### src/rtl/rom_arbiter_pkg.sv
// Shared header for the ROM arbiter: FSM state encoding, port indices and counter sizing.
// No logic of its own; imported by rom_arbiter.
// Port index constants double as the value stored in the last-grant and owner registers.
package rom_arbiter_pkg;

  // Arbiter FSM states: accepting requests, waiting on memory, presenting a response.
  typedef enum logic [1:0] {
    ST_IDLE = 2'd0,
    ST_WAIT = 2'd1,
    ST_RESP = 2'd2
  } state_e;

  // Requester port indices.
  localparam logic PORT0 = 1'b0;
  localparam logic PORT1 = 1'b1;

  // Latency counter width; memory latency ranges over 1..7.
  localparam int CNT_W = 3;

endpackage

### src/rtl/rom_arbiter.sv
// Two-port round-robin arbiter in front of a shared read-only memory, one read outstanding.
// Latency: request cycle N -> gnt at N+1, valid at N+2+MEM_LATENCY; one read per MEM_LATENCY+3 cycles.
// Backpressure: requesters hold req until their valid pulse; requests are ignored outside IDLE.
module rom_arbiter
  import rom_arbiter_pkg::*;
#(
  parameter int MEM_ADDR    = 4,
  parameter int MEM_EXTRA   = 4,
  parameter int MEM_LATENCY = 1
) (
  input  logic                          clk,
  input  logic                          reset,
  input  logic                          req0,
  input  logic                          req1,
  input  logic [MEM_ADDR:0]             addr0,
  input  logic [MEM_ADDR:0]             addr1,
  input  logic [MEM_EXTRA-1:0]          extra0,
  input  logic [MEM_EXTRA-1:0]          extra1,
  output logic                          gnt0,
  output logic                          gnt1,
  output logic                          valid0,
  output logic                          valid1,
  output logic [(2**MEM_EXTRA)*8-1:0]   data0,
  output logic [(2**MEM_EXTRA)*8-1:0]   data1,
  output logic                          error0,
  output logic                          error1,
  output logic [MEM_ADDR:0]             mem_addr,
  output logic [MEM_EXTRA-1:0]          mem_extra,
  input  logic [(2**MEM_EXTRA)*8-1:0]   mem_data,
  input  logic                          mem_error
);

  localparam int                DATA_W = (2**MEM_EXTRA)*8;
  localparam logic [CNT_W-1:0]  LAT    = CNT_W'(MEM_LATENCY);

  state_e                state_q, state_d;
  logic                  last_q, last_d;
  logic                  owner_q, owner_d;
  logic [CNT_W-1:0]      cnt_q, cnt_d;
  logic                  gnt0_q, gnt0_d, gnt1_q, gnt1_d;
  logic                  valid0_q, valid0_d, valid1_q, valid1_d;
  logic [DATA_W-1:0]     data0_q, data0_d, data1_q, data1_d;
  logic                  error0_q, error0_d, error1_q, error1_d;
  logic [MEM_ADDR:0]     mem_addr_q, mem_addr_d;
  logic [MEM_EXTRA-1:0]  mem_extra_q, mem_extra_d;

  logic any_req;
  logic win;
  logic capture;

  // Round robin: a lone requester wins; on contention the port not granted last time wins.
  function automatic logic rr_pick(input logic r0, input logic r1, input logic last);
    if (r0 && r1) return ~last;
    else if (r1)  return PORT1;
    else          return PORT0;
  endfunction

  assign any_req = req0 | req1;
  assign win     = rr_pick(req0, req1, last_q);
  // The counter starts at MEM_LATENCY in the address cycle, so it reaches zero in the
  // cycle where the memory's data is valid; that is the edge we capture on.
  assign capture = (state_q == ST_WAIT) && (cnt_q == '0);

  // State and datapath registers; reset returns everything to zero with port 1 as last winner.
  always_ff @(posedge clk) begin
    if (reset) begin
      state_q     <= ST_IDLE;
      last_q      <= PORT1;
      owner_q     <= PORT0;
      cnt_q       <= '0;
      gnt0_q      <= 1'b0;
      gnt1_q      <= 1'b0;
      valid0_q    <= 1'b0;
      valid1_q    <= 1'b0;
      data0_q     <= '0;
      data1_q     <= '0;
      error0_q    <= 1'b0;
      error1_q    <= 1'b0;
      mem_addr_q  <= '0;
      mem_extra_q <= '0;
    end else begin
      state_q     <= state_d;
      last_q      <= last_d;
      owner_q     <= owner_d;
      cnt_q       <= cnt_d;
      gnt0_q      <= gnt0_d;
      gnt1_q      <= gnt1_d;
      valid0_q    <= valid0_d;
      valid1_q    <= valid1_d;
      data0_q     <= data0_d;
      data1_q     <= data1_d;
      error0_q    <= error0_d;
      error1_q    <= error1_d;
      mem_addr_q  <= mem_addr_d;
      mem_extra_q <= mem_extra_d;
    end
  end

  // Next-state: accept in IDLE, leave WAIT on capture, RESP always returns to IDLE.
  always_comb begin
    state_d = state_q;
    case (state_q)
      ST_IDLE: if (any_req) state_d = ST_WAIT;
      ST_WAIT: if (capture) state_d = ST_RESP;
      ST_RESP: state_d = ST_IDLE;
      default: state_d = ST_IDLE;
    endcase
  end

  // Output/datapath next values: grant and memory address on acceptance, result on capture.
  always_comb begin
    last_d      = last_q;
    owner_d     = owner_q;
    cnt_d       = cnt_q;
    gnt0_d      = 1'b0;
    gnt1_d      = 1'b0;
    valid0_d    = 1'b0;
    valid1_d    = 1'b0;
    data0_d     = data0_q;
    data1_d     = data1_q;
    error0_d    = error0_q;
    error1_d    = error1_q;
    mem_addr_d  = mem_addr_q;
    mem_extra_d = mem_extra_q;
    if ((state_q == ST_IDLE) && any_req) begin
      owner_d     = win;
      last_d      = win;
      gnt0_d      = (win == PORT0);
      gnt1_d      = (win == PORT1);
      cnt_d       = LAT;
      mem_addr_d  = (win == PORT1) ? addr1  : addr0;
      mem_extra_d = (win == PORT1) ? extra1 : extra0;
    end
    if (state_q == ST_WAIT) begin
      if (!capture) begin
        cnt_d = cnt_q - CNT_W'(1);
      end else if (owner_q == PORT1) begin
        valid1_d = 1'b1;
        data1_d  = mem_data;
        error1_d = mem_error;
      end else begin
        valid0_d = 1'b1;
        data0_d  = mem_data;
        error0_d = mem_error;
      end
    end
  end

  assign gnt0      = gnt0_q;
  assign gnt1      = gnt1_q;
  assign valid0    = valid0_q;
  assign valid1    = valid1_q;
  assign data0     = data0_q;
  assign data1     = data1_q;
  assign error0    = error0_q;
  assign error1    = error1_q;
  assign mem_addr  = mem_addr_q;
  assign mem_extra = mem_extra_q;

endmodule

### config.mk
export PLATFORM = sky130hd
export DESIGN_NAME = rom_arbiter
export DESIGN_NICKNAME = d
export VERILOG_FILES = /design/src/rtl/rom_arbiter_pkg.sv /design/src/rtl/rom_arbiter.sv
export SDC_FILE = /design/constraint.sdc
export NUM_CORES = 1
export LEC_CHECK = 0
export ABC_AREA = 1
export CORE_AREA = 4 4 192 157
export CTS_BUF_LIST = sky130_fd_sc_hd__clkbuf_8
export DETAILED_ROUTE_END_ITERATION = 6
export DIE_AREA = 0 0 196 161
export PLACE_DENSITY = 0.81
export SLEW_MARGIN = 20
export SYNTH_ARGS = -nofsm -noshare
export SYNTH_HDL_FRONTEND = slang
export SYNTH_SLANG_ARGS = --single-unit
export TNS_END_PERCENT = 5
### constraint.sdc
create_clock -name clk -period 1.69 [get_ports clk]
set_input_delay 0.2535 -clock clk [delete_from_list [all_inputs] [get_ports clk]]
set_output_delay 0.2535 -clock clk [all_outputs]
set_load 0.02 [all_outputs]
==> metrics.md <==
| Metric | Value |
|---|---|
| Outcome | `finished, final reports clean` |
| Seq/Total Area, Yosys | `41.7%` |
| Layout cells sized above 1 | `between 5 and 6%` |
| CTS Hold Bufs | `0` |
| Dominant cell type by area after synthesis | `dfxtp_1` |
| DRT Wirelength | `43800 microns` |
| Max Cap Violations | `0` |
| CTS sink count | `roughly 280` |
| Cell variety after synth | `19` |
| CTS H-tree depth | `2` |
| Crit Path Category | `flop to flop` |
| Global routing met2 resource utilization | `41.8%` |
| Dpl hpwl | `28900 microns` |
| Vias | `13866` |
| Post-layout minimum cycle time | `around 1600 ps` |
| Area of the die | `31600 sq um` |
| Logic gate share of total power | `27.1%` |
| Initial Util | `47.5%` |
| Cell area power density | `slightly below 1000 nW/um^2` |
| CTS Buf Count | `47` |
| Avg Vias per Cell | `4.61` |
| Flop pwr share | `40.1%` |
| GR Util met3 | `8.15%` |
| CTS tree | `built` |
| Mapped Area | `13300 sq um` |
| Hold Violations, Final | `0` |
| RR Startpoint | `cnt_q[0]` |
| Largest cells by area after synthesis | `dfxtp_1 (42%), inv_1 (18%), nand2_1 (15%)` |
| Final setup vio count | `0` |
| Worst clock skew | `17.1 ps` |
| Syn nets | `2343` |
| Initial antenna violation count | `1` |
| P_sw | `between 5 and 6 mW` |
| Vias in the first global route | `13189` |
| Ys Warns | `0` |
| Syn Area/Cell | `a little over 6 sq um` |
| Max-slew violations | `0` |
| Drt initial violations | `937` |
| Util after Layout | `between 60% and 70%` |
| Dpl cells | `2903` |
| Lkg Pwr | `11.0 nW` |
| I/O Buffers | `around 420` |
| Slew HR | `67.6%` |
| Deepest clock path buffer count | `3` |
| FP Rows | `55` |
| Hold Startpoint | `mem_data[103]` |
| Proportion of netlist area held by the largest area contributor | `41.7%` |
| Later-pin clock latency in the skew report | `between 500 and 600 ps` |
| Post-synthesis cell count | `~2200` |
| Crit-path max FO | `11` |
| Req. time, crit path | `approximately 2100 ps` |
| Sum of negative setup slack | `0 ps` |
| Crit path arrival time | `2040 ps` |
| ANT nets after route | `0` |
| Die H | `161 microns` |
| Area growth syn-to-layout | `43.3%` |
| Final Hold Slack | `355 ps` |
| GR Util All Layers | `approximately 25%` |
| First-pass GRT wire length | `65700 microns` |
| Number of remaining DRC errors | `0` |
| Startpoint Class | `flop` |
| GRT Max-Usage Layer | `met2` |
| VDD IR-drop max | `0.754 mV` |
| Pint | `12.5 mW` |
| M1 GR Usage | `28.8%` |
| Crit end category | `flop` |
| Tightest Pin Transition | `486 ps` |
| WL/cell | `14.6 microns` |
| Fin crit share | `94.1%` |
| GRT overflow | `0` |
| Core Area | `28100 sq um` |
| Boundary Pins | `422` |
| Hold path cells | `5` |
| Number of cells on the worst reg-to-reg path | `10` |
| Total Power | `18.5 mW` |
| Fin nets | `around 2800` |
| Largest net degree at the start of global routing | `91` |
| Non-filler cells, final | `3007` |
| CTS clock-pin slew for the worst setup and hold paths | `~60 ps` |
| Hold Crit Class | `input pin to flop` |
| Chip Width | `196 microns` |
| Seq cells post-synth | `278` |
| Gpl congestion | `0.869` |
| Sw frac | `32.3%` |
| Fmax | `0.629 GHz` |
| DRT Pass-1 Iters | `5` |
| Critical Path Source | `cnt_q[0]` |
| Clock group share of total power | `32.8%` |
| Clock root buffer master | `clkbuf_8` |
## layer usage
| layer | vias up | part of all wire [%] |
|---|---|---|
| li1 | 6968 | - |
| met1 | 6153 | 38 |
| met2 | 602 | 47 |
| met3 | 143 | 9.8 |
| met4 | 0 | 5.3 |
| met5 | - | 0 |
## path summary, 6_finish.rpt
check	to	slack (ps)
hold / removal	data0[103]	350
setup / recovery	data1[0]	100
hold reg to reg	last_q	490
setup reg to reg	data1[0]	100
## cell usage after synthesis, drive strengths merged
| master | count |
|---|---|
| nor3 | 2 |
| dfxtp | 278 |
| nor2 | 298 |
| ha | 2 |
| inv | 665 |
| clkinv | 1 |
| buf | 100 |
| o21ai | 10 |
| nand3 | 269 |
| clkbuf | 17 |
| xor2 | 1 |
| nand2 | 543 |
| a21oi | 4 |
## cells by family (layout without fill, tap and decap cells)
logic type                 Yosys count  after routing  share of synthesized area, %
and+or+nand+nor                   1112           1112                          34.0
buffers and inverters              783           1229                          23.5
DFF                                278            278                          41.7
AOI/OAI and AO/OA                   14             14                         0.525
adders and majority gates            2              2                         0.188
xor gates and xnor gates             1              1                        0.0657
other                                0              1                             0
## power groups by stage
stage / sequential, mW / combinational [mW] / clock, mW
detailed placement: 7.55 / 4.96 / 0
global placement: 7.53 / 4.85 / 0
floorplan: 8.16 / 2.19 / 0
global route: 7.46 / 5.49 / 6.49
CTS: 7.40 / 4.63 / 6.16
finish: 7.40 / 4.99 / 6.06
## critical path: stages, from the launching register on
cell and delay [ps]:
dfxtp_1 320, inv_2 90, ha_4 140, nand2_2 80, nor2_4 170, buf_4 160
buf_12 150, buf_12 130, nand3_1 120, nand2_1 100, nor2_1 40
## layout make-up
cell class / instances / area, sq um
inverter: 666 / 2510
multi-input combinational: 1129 / 4680
tap: 370 / 463
clock buffer: 58 / 798
sequential: 278 / 5570
clock inverter: 23 / 139
antenna: 1 / 2.50
timing repair buffer: 482 / 4940
fill: 2478 / 8970
## metrics by stage
stage | setup WS (ps) | instance area (sq um)
final | 100 | 19100
after global routing | -3.30 | 19100
after CTS | 25.0 | 18600
after detailed placement | 59.5 | 18000
after global placement | 98.0 | 18000
after floorplan | 301 | 13300
## registers in the layout (all words and copies together) (netlist names)
| register | flops |
|---|---|
| gnt1 | 1 |
| valid1 | 1 |
| valid0 | 1 |
| data0 | 128 |
| mem_addr | 5 |
| mem_extra | 4 |
| cnt_q | 3 |
| last_q | 1 |
| error0 | 1 |
| data1 | 128 |
| gnt0 | 1 |
| error1 | 1 |
| state_q | 2 |
| owner_q | 1 |
## cells in the final DEF, fill, tap and decap left out, drive strengths merged
cell type and n:
a21oi 4, buf 48, bufinv 2, clkbuf 71, clkdlybuf4s50 150, clkinv 1, dfxtp 278, diode 1
dlygate4sd2 271, ha 2, inv 686, nand2 543, nand3 269, nor2 298, nor3 2, o21ai 10
xor2 1
## timing repair
item                       CTS  global route
pin swaps                    0             3
hold endpoints to repair     0             0
setup endpoints to repair  271           251
resized for setup          271            14
buffers inserted             0             9
cloned                       0            13
No activity file was read; power rests on OpenSTA's default activity.
